[config.mk]
export PLATFORM = sky130hd
export DESIGN_NAME = retire_trace_fifo_flat
export DESIGN_NICKNAME = d
export VERILOG_FILES = /design/src/rtl/retire_trace_fifo_if.sv /design/src/rtl/retire_trace_fifo.sv /design/src/flat_wrapper.sv
export SDC_FILE = /design/constraint.sdc
export NUM_CORES = 2
export LEC_CHECK = 0
export CAP_MARGIN = 20
export CORE_MARGIN = 1
export CORE_UTILIZATION = 39
export DETAILED_ROUTE_END_ITERATION = 7
export DONT_BUFFER_PORTS = 1
export GPL_ROUTABILITY_DRIVEN = 0
export HOLD_SLACK_MARGIN = 0.06
export PLACE_DENSITY = 0.6
export SYNTH_ARGS = -nofsm -noshare
export SYNTH_HDL_FRONTEND = slang
export SYNTH_SLANG_ARGS = --single-unit
export TNS_END_PERCENT = 1
[constraint.sdc]
create_clock -name clk -period 11.49 [get_ports clk]
set_input_delay 1.149 -clock clk [delete_from_list [all_inputs] [get_ports clk]]
set_output_delay 1.149 -clock clk [all_outputs]
set_load 0.01 [all_outputs]
[src/rtl/retire_trace_fifo_if.sv]
// Drain-side bus of the retire trace FIFO: head record plus valid/ready handshake.
interface retire_trace_fifo_if #(
  parameter int unsigned PC_W = 64
);
  logic            out_valid;
  logic            out_ready;
  logic [PC_W-1:0] out_pc;
  logic [63:0]     out_cycle;
  logic [1:0]      out_lane;

  modport master (
    output out_valid, out_pc, out_cycle, out_lane,
    input  out_ready
  );

  modport slave (
    input  out_valid, out_pc, out_cycle, out_lane,
    output out_ready
  );
endinterface

[src/rtl/retire_trace_fifo.sv]
// Packs up to three retired PCs per cycle into a cycle-stamped FIFO and tracks
// the sticky end-of-test and hang flags for the simulation harness.
module retire_trace_fifo #(
  parameter int unsigned     PC_W       = 64,
  parameter int unsigned     DEPTH      = 16,
  parameter logic [31:0]     IDLE_LIMIT = 32'h8000,
  parameter logic [PC_W-1:0] END_PC     = '0
) (
  input  logic                   clk,
  input  logic                   rst_b,
  input  logic                   retire0_vld,
  input  logic [PC_W-1:0]        retire0_pc,
  input  logic                   retire1_vld,
  input  logic [PC_W-1:0]        retire1_pc,
  input  logic                   retire2_vld,
  input  logic [PC_W-1:0]        retire2_pc,
  input  logic                   trace_en,
  retire_trace_fifo_if.master    drain,
  output logic [$clog2(DEPTH):0] level,
  output logic [31:0]            drop_cnt,
  output logic                   end_of_test,
  output logic                   hang,
  output logic [PC_W-1:0]        last_pc
);
  localparam int unsigned AW = $clog2(DEPTH);
  localparam int unsigned LW = AW + 1;
  localparam int unsigned NL = 3;

  logic [PC_W-1:0] pc_mem   [DEPTH];
  logic [63:0]     cyc_mem  [DEPTH];
  logic [1:0]      lane_mem [DEPTH];

  logic [AW-1:0]   wr_ptr;
  logic [AW-1:0]   rd_ptr;
  logic [63:0]     cycle;
  logic [31:0]     idle;
  logic            started;

  logic [NL-1:0]   vld;
  logic [PC_W-1:0] pc [NL];

  logic            enq;
  logic            pop;
  logic            any_vld;
  logic            hit_end;
  logic [LW-1:0]   free;
  logic [LW-1:0]   n_wr;
  logic [1:0]      n_drop;
  logic [NL-1:0]   wr_en;
  logic [AW-1:0]   wr_idx [NL];
  logic [PC_W-1:0] last_pc_nxt;
  logic [31:0]     idle_nxt;
  logic            started_nxt;
  logic [32:0]     drop_sum;
  logic [31:0]     drop_nxt;

  assign vld   = {retire2_vld, retire1_vld, retire0_vld};
  assign pc[0] = retire0_pc;
  assign pc[1] = retire1_pc;
  assign pc[2] = retire2_pc;

  assign drain.out_valid = (level != '0);
  assign drain.out_pc    = pc_mem[rd_ptr];
  assign drain.out_cycle = cyc_mem[rd_ptr];
  assign drain.out_lane  = lane_mem[rd_ptr];

  // Lane packing against the space left at the start of the cycle; pops do not free slots early.
  always_comb begin
    enq         = trace_en && !end_of_test;
    pop         = (level != '0) && drain.out_ready;
    any_vld     = (|vld) && !end_of_test;
    free        = LW'(DEPTH) - level;
    n_wr        = '0;
    n_drop      = '0;
    wr_en       = '0;
    hit_end     = 1'b0;
    last_pc_nxt = last_pc;
    for (int i = 0; i < NL; i++) begin
      wr_idx[i] = '0;
      if (vld[i]) begin
        if (pc[i] == END_PC) hit_end = 1'b1;
        if (!end_of_test) last_pc_nxt = pc[i];
        if (enq) begin
          if (n_wr < free) begin
            wr_en[i]  = 1'b1;
            wr_idx[i] = wr_ptr + AW'(n_wr);
            n_wr      = n_wr + LW'(1);
          end else begin
            n_drop = n_drop + 2'd1;
          end
        end
      end
    end
    drop_sum    = {1'b0, drop_cnt} + 33'(n_drop);
    drop_nxt    = drop_sum[32] ? 32'hFFFF_FFFF : drop_sum[31:0];
    started_nxt = started || any_vld;
    if (any_vld)                   idle_nxt = '0;
    else if (idle == 32'hFFFF_FFFF) idle_nxt = idle;
    else                           idle_nxt = idle + 32'd1;
  end

  always_ff @(posedge clk) begin
    if (!rst_b) begin
      wr_ptr      <= '0;
      rd_ptr      <= '0;
      level       <= '0;
      drop_cnt    <= '0;
      end_of_test <= 1'b0;
      hang        <= 1'b0;
      last_pc     <= '0;
      cycle       <= '0;
      idle        <= '0;
      started     <= 1'b0;
    end else begin
      wr_ptr      <= wr_ptr + AW'(n_wr);
      rd_ptr      <= rd_ptr + AW'(pop);
      level       <= level + n_wr - LW'(pop);
      drop_cnt    <= drop_nxt;
      end_of_test <= end_of_test || (hit_end && !end_of_test);
      hang        <= hang || (started_nxt && (idle_nxt >= IDLE_LIMIT) && !end_of_test);
      last_pc     <= last_pc_nxt;
      cycle       <= cycle + 64'd1;
      idle        <= idle_nxt;
      started     <= started_nxt;
    end
  end

  // Record storage carries no reset; occupancy alone says which slots are live.
  always_ff @(posedge clk) begin
    for (int i = 0; i < NL; i++) begin
      if (wr_en[i]) begin
        pc_mem[wr_idx[i]]   <= pc[i];
        cyc_mem[wr_idx[i]]  <= cycle;
        lane_mem[wr_idx[i]] <= 2'(i);
      end
    end
  end
endmodule

[src/flat_wrapper.sv]
// flat-port wrapper written by rule: the top's interface ports become plain ports
module retire_trace_fifo_flat 
#(
  parameter int unsigned     PC_W       = 64,
  parameter int unsigned     DEPTH      = 16,
  parameter logic [31:0]     IDLE_LIMIT = 32'h8000,
  parameter logic [PC_W-1:0] END_PC     = '0
)
  (clk, rst_b, retire0_vld, retire0_pc, retire1_vld, retire1_pc, retire2_vld, retire2_pc, trace_en, level, drop_cnt, end_of_test, hang, last_pc, drain_out_valid, drain_out_pc, drain_out_cycle, drain_out_lane, drain_out_ready);
  retire_trace_fifo_if #(.PC_W(PC_W)) drain_i ();
  input  logic clk;
  input  logic rst_b;
  input  logic retire0_vld;
  input  logic [PC_W-1:0] retire0_pc;
  input  logic retire1_vld;
  input  logic [PC_W-1:0] retire1_pc;
  input  logic retire2_vld;
  input  logic [PC_W-1:0] retire2_pc;
  input  logic trace_en;
  output logic [$clog2(DEPTH):0] level;
  output logic [31:0] drop_cnt;
  output logic end_of_test;
  output logic hang;
  output logic [PC_W-1:0] last_pc;
  output wire logic [$bits(drain_i.out_valid)-1:0] drain_out_valid;
  output wire logic [$bits(drain_i.out_pc)-1:0] drain_out_pc;
  output wire logic [$bits(drain_i.out_cycle)-1:0] drain_out_cycle;
  output wire logic [$bits(drain_i.out_lane)-1:0] drain_out_lane;
  input wire logic [$bits(drain_i.out_ready)-1:0] drain_out_ready;
  assign drain_out_valid = drain_i.out_valid;
  assign drain_out_pc = drain_i.out_pc;
  assign drain_out_cycle = drain_i.out_cycle;
  assign drain_out_lane = drain_i.out_lane;
  assign drain_i.out_ready = drain_out_ready;
  retire_trace_fifo #(.PC_W(PC_W), .DEPTH(DEPTH), .IDLE_LIMIT(IDLE_LIMIT), .END_PC(END_PC)) u_core (.clk(clk), .rst_b(rst_b), .retire0_vld(retire0_vld), .retire0_pc(retire0_pc), .retire1_vld(retire1_vld), .retire1_pc(retire1_pc), .retire2_vld(retire2_vld), .retire2_pc(retire2_pc), .trace_en(trace_en), .drain(drain_i), .level(level), .drop_cnt(drop_cnt), .end_of_test(end_of_test), .hang(hang), .last_pc(last_pc));
endmodule
* Word-level counts from Yosys, hierarchy flattened
Memory sizes are Yosys's and may differ from the RTL's. A register that Yosys moved wholly into a read port is not among the register bits.
Cells that the tools add are included.
** Storage, ports and cells
- Register bits :: 208
- RAM bits :: 2080
- Input bits :: 199
- Output and inout bits :: 234
- Logic and storage cells :: 107
- Memories :: 3
** Cells by class
- Add/sub/neg operators :: 14
- Magnitude comparators :: 4
- Eq/ne operators :: 1
- Multiplexer cells :: 60
- Reductions and logical operators :: 15
** Memories
- u_core.cyc_mem :: depth 16, width 64, read ports 1, clocked after memory_dff 1, write ports 3, line retire_trace_fifo.sv:30 : logic [63:0] cyc_mem [DEPTH];
- u_core.pc_mem :: depth 16, width 64, read ports 1, clocked after memory_dff 1, write ports 3, line retire_trace_fifo.sv:29 : logic [PC_W-1:0] pc_mem [DEPTH];
- u_core.lane_mem :: depth 16, width 2, read ports 1, clocked after memory_dff 1, write ports 3, line retire_trace_fifo.sv:31 : logic [1:0] lane_mem [DEPTH];
** Operators by type and width (number)
- $mux 64 :: 6
- $logic_not 64->1 :: 3
- $mux 32 :: 3
- $add 64x1->64 const B :: 1
- $mux 4 :: 12
- $mux 5 :: 8
- $add 32x2->33 :: 1
- $add 32x1->32 const B :: 1
- $eq 32x32->1 const B :: 1
- $ge 32x16->1 const B :: 1
- $mux 1 :: 23
- $mux 2 :: 8
- $add 4x4->4 :: 3
- $add 5x1->5 const B :: 2
- $lt 5x5->1 :: 2
- $logic_and 1x1->1 :: 6
- $add 5x5->5 :: 1
- $lt 1x5->1 const A :: 1
- $reduce_bool 5->1 :: 1
- $sub 5x1->5 :: 1
- $sub 5x5->5 const A :: 1
- $add 2x1->2 const B :: 2
- $add 4x1->4 :: 1
- $logic_or 1x1->1 :: 3
- 2 further kinds :: 2

* Longest topological paths before layout
- Depth after elaboration :: 15
- Gate-level depth with buffers :: 27
- Mapped depth without buffers :: 26

* Least setup slack after synthesis
No wires, ideal clock.
- Path kind :: register -> register
- Start :: register u_core.level[0]
- End :: memory u_core.cyc_mem[14][0], enable pin
- Library setup time :: 1428 ps
- Data arrival time :: 7204 ps
- Data required time :: 10062 ps
- Setup slack :: 2858 ps
- Stages on the path, launching flop included :: 20
- Path buffers :: 4
- Clock period less this slack :: 8632 ps
- Cell sequence :: dfxtp_1 inv_1 ha_1 and3_4 ha_1 nand4_1 nand2_1 clkinv_1 clkbuf_1 ha_1 nand2_1 a21oi_1 ha_1 fa_1 clkbuf_1 nor2b_1 nand3_1 clkbuf_1 clkbuf_1 nand3_1
** RTL lines
- start: declaration :: line retire_trace_fifo.sv:19 : output logic [$clog2(DEPTH):0] level,
- start signal: assignment :: line retire_trace_fifo.sv:117 : level <= level + n_wr - LW'(pop);
- end: declaration :: line retire_trace_fifo.sv:30

==> results.md <==
- Status: completed
- Multiplexer share of the synthesized area: 0.218
- Floorplan row count: 196
- Layout cells sized above 1: 0.149
- CP Max Fanout: 54
- Sw Ratio: 0.294
- Area of the die: 288,000 um^2
- XOR/XNOR share of the synthesized area: 0.00958
- Routed Antenna Nets: 0
- Sequential power share: 0.437
- Pint: 16.4 mW
- Drt pass-1 iters: 7
- Main combinational cell family by area after synthesis: multiplexers
- Netlist cell types: 65
- Dpl cells: 11,248
- CTS tree: done
- Peak VDD IR: 0.151 mV
- EDFF count, synth: between 2,000 and 2,500
- Max frequency: roughly 130 MHz
- CP endpoint kind: flop
- Leakage power: 40.0 nW
- Vias in the first global route: 70,071
- CTS Sinks: about 2,300
- Port Buf Inserts: 0
- Slew @ Worst Pin: 1.23 ns
- Clock root cell: clkbuf_16
- Later-pin clock latency in the skew report: slightly above 0.9 ns
- Tcrit/Tclk final: 0.691
- Max Cap Violations: 0
- Die H: 537 um
- Total net switching power: 6.85 mW
- Flops & latches, synth: 2,288
- Critical Path AT: 8.44 ns
- Core area: 285,000 um^2
- Post-CTS Setup Inserts: 0
- Hpwl dp: a little under 200,000 um
- Via count: roughly 70,000
- Starting density of the core: 0.392
- CTS Buf Count: 243
- Slew Viols, Final: 0
- Crit path launch type: flop
- Setup TNS: 0 ns
- Syn Area/Cell: 13.4 um^2
- Adder-cell area share of the yosys netlist: 0.00363
- Syn. warnings: 0
- Area growth syn-to-layout: 9.14%
- Mapped Nets: ~8,600
- Min Tclk post-route: 7.94 ns
- Final wirelength: approximately 350,000 um
- Fraction of registers with async set/reset: 0
- Setup violators final: 0
- CTS Hold Bufs: 0
- Fin Hold WS: 0.350 ns
- GR Util All Layers: 0.241
- Remaining global-route overflow: 0
- Sequential element share of the synthesized area: 0.594
- Max clock buf depth: 4
- I/O Pins: 433
- DR WL/cell: 30.3 um
- Initial drt markers: 8,263
- Power density over the cells: around 190 nW/um^2
- Combinational power share: 0.230
- Finished Layout Cells: 11,714
- Hold Crit Class: in -> reg
- Final Util: 0.428
- CP Data Required Time: between 10 and 15 ns
- Synth Flop Type: edfxtp_1
- Die width: around 540 um
- Nets@finish: 7,965
- RSZ-0062 raised after global routing: false
- Post_cts resized: 0
- Slew HR: 0.175
- Post-Syn Area: 112,000 um^2
- Synth Area in Simple Gates: 0.0745
- Compound-Gate Fraction of Synth Area: 0.0630
- First-pass GRT wire length: 508,000 um
- Clk pwr share: 0.333
- Clock slew at reported path FFs: 0.06 ns
- Post-route DRC: 0
- Largest net degree at the start of global routing: about 130
- Initial antenna violation count: 8
- Final Hold Fails: 0
- Fillers: 25,329
- Avg Vias per Cell: 6.04
- Kind of critical path: reg -> reg
- Htree depth: 4
- Syn Inst Count: 8,342
- Clk_skew: 0.0748 ns
[cells by family (layout without fill, tap and decap cells)]
logic type                 count (synthesis)  after routing
AOI/OAI and AO/OA                       1298           1298
xor gates and xnor gates                 122            122
adders and majority gates                 30             30
buffers and inverters                   1016            621
DFF                                     2288           2288
muxes                                   1617           1617
other                                      0              5
and+or+nand+nor                         1971           1971
[cells in the mapped netlist (all sizes together) (6+ instances only)]
master | instances | share of area
xnor2 | 47 | 0.0037
mux2i | 967 | 0.087
dfxtp | 240 | 0.043
nand4 | 44 | 0.0025
and2 | 20 | 0.0011
and4 | 14 | 0.0011
or3 | 21 | 0.0012
a31oi | 81 | 0.0045
nand2b | 12 | 0.00067
edfxtp | 2048 | 0.55
clkbuf | 676 | 0.023
mux4 | 650 | 0.13
a21oi | 1077 | 0.048
a21bo | 6 | 0.00054
and3 | 28 | 0.0016
buf | 292 | 0.013
nor2 | 1278 | 0.043
nand4b | 8 | 0.00063
inv | 47 | 0.0016
nand3 | 72 | 0.0032
a21o | 14 | 0.00094
ha | 26 | 0.0029
nand2 | 345 | 0.012
nor3 | 35 | 0.0020
nor2b | 15 | 0.00084
nor4 | 61 | 0.0037
o21ai | 20 | 0.00090
xor2 | 75 | 0.0059
a311oi | 66 | 0.0052
o21a | 10 | 0.00067
[final timing paths]
kind                            end              startpoint  slack [ns]  cells after the start
max reg2reg  u_core.cyc_mem[10][14]         u_core.level[0]        3.55                     18
min                 u_core.level[0]                   rst_b        0.35                      1
min reg2reg  u_core.lane_mem[10][1]  u_core.lane_mem[10][1]        0.46                      1
max          u_core.cyc_mem[10][14]         u_core.level[0]        3.55                     18
[layout by cell type (no fill, tap or decap), types with 18 or more instances in the layout]
cell       instances
mux4_2           650
clkinv_1          33
clkbuf_16        245
clkbuf_1          78
nor4_1            57
mux2i_1          967
nor2_1          1278
a21oi_1         1077
and2_1            20
clkbuf_8          36
clkinv_2          29
a31oi_1           81
and3_1            27
buf_12            25
nor3_1            26
dfxtp_1          236
nand3_1           62
buf_4             90
inv_1             44
nand4_1           44
edfxtp_1        2048
a311oi_1          65
o21ai_0           18
ha_1              26
xnor2_1           47
nand2_1          331
xor2_1            75
[critical path, cell delays in order, from the launching register on]
cell,delay (ns)
dfxtp_1,0.49
inv_1,0.17
ha_1,0.26
and3_4,0.19
ha_1,0.44
nand4_1,0.26
nand2_1,0.24
clkinv_1,0.49
ha_1,0.53
nand2_1,0.06
a21oi_1,0.31
ha_1,0.29
a21oi_1,0.10
nor2b_1,0.16
xnor2_1,0.15
a311oi_4,0.93
nand3_4,0.80
nand2_4,0.84
buf_4,0.62
[per-stage QoR]
step / setup WS (ns) / area (um^2) / power [mW]
global placement: 3.64 / 114000 / 15.7
CTS: 3.44 / 122000 / 23.5
floorplan: 2.86 / 112000 / 14.1
detailed placement: 3.52 / 114000 / 15.8
finish: 3.55 / 122000 / 23.3
global route: 3.11 / 122000 / 24.1
[state kept, by name, indices dropped and copies added, names as in the netlist]
register and flops:
u_core.cyc_mem 1024, u_core.pc_mem 1024, u_core.cycle 64, u_core.last_pc 64, u_core.drop_cnt 32, u_core.idle 32, u_core.lane_mem 32, u_core.level 5
u_core.rd_ptr 4, u_core.wr_ptr 4, u_core.end_of_test 1, u_core.hang 1, u_core.started 1
[power groups by stage]
| stage | Clock, mW | Combinational, mW | Sequential, mW |
|---|---|---|---|
| floorplan | 0 | 3.80 | 10.3 |
| global placement | 0 | 5.40 | 10.3 |
| detailed placement | 0 | 5.46 | 10.3 |
| CTS | 7.88 | 5.47 | 10.2 |
| global route | 8.18 | 5.74 | 10.2 |
| finish | 7.76 | 5.37 | 10.2 |
[cell type report]
type / count / area (um^2) / area share
Timing Repair Buffer: 117 / 1230 / 0.0101
Antenna cell: 5 / 12.5 / 0.000103
Inverter: 48 / 188 / 0.00154
Multi-Input combinational cell: 5038 / 41500 / 0.341
Tap cell: 3762 / 4710 / 0.0387
Sequential cell: 2288 / 66300 / 0.545
Clock buffer: 360 / 6930 / 0.0569
Clock inverter: 96 / 910 / 0.00747
[routing by layer]
metal	track usage	up-vias	wire length, um	part of all wire
met3	0.0584	654	35400	0.10
met5	0	-	15	0.000042
li1	-	30273	-	-
met2	0.392	3669	167000	0.47
met4	0.0852	4	13100	0.037
met1	0.315	36102	139000	0.39
Note: power is estimated with default switching activity, not from simulation.
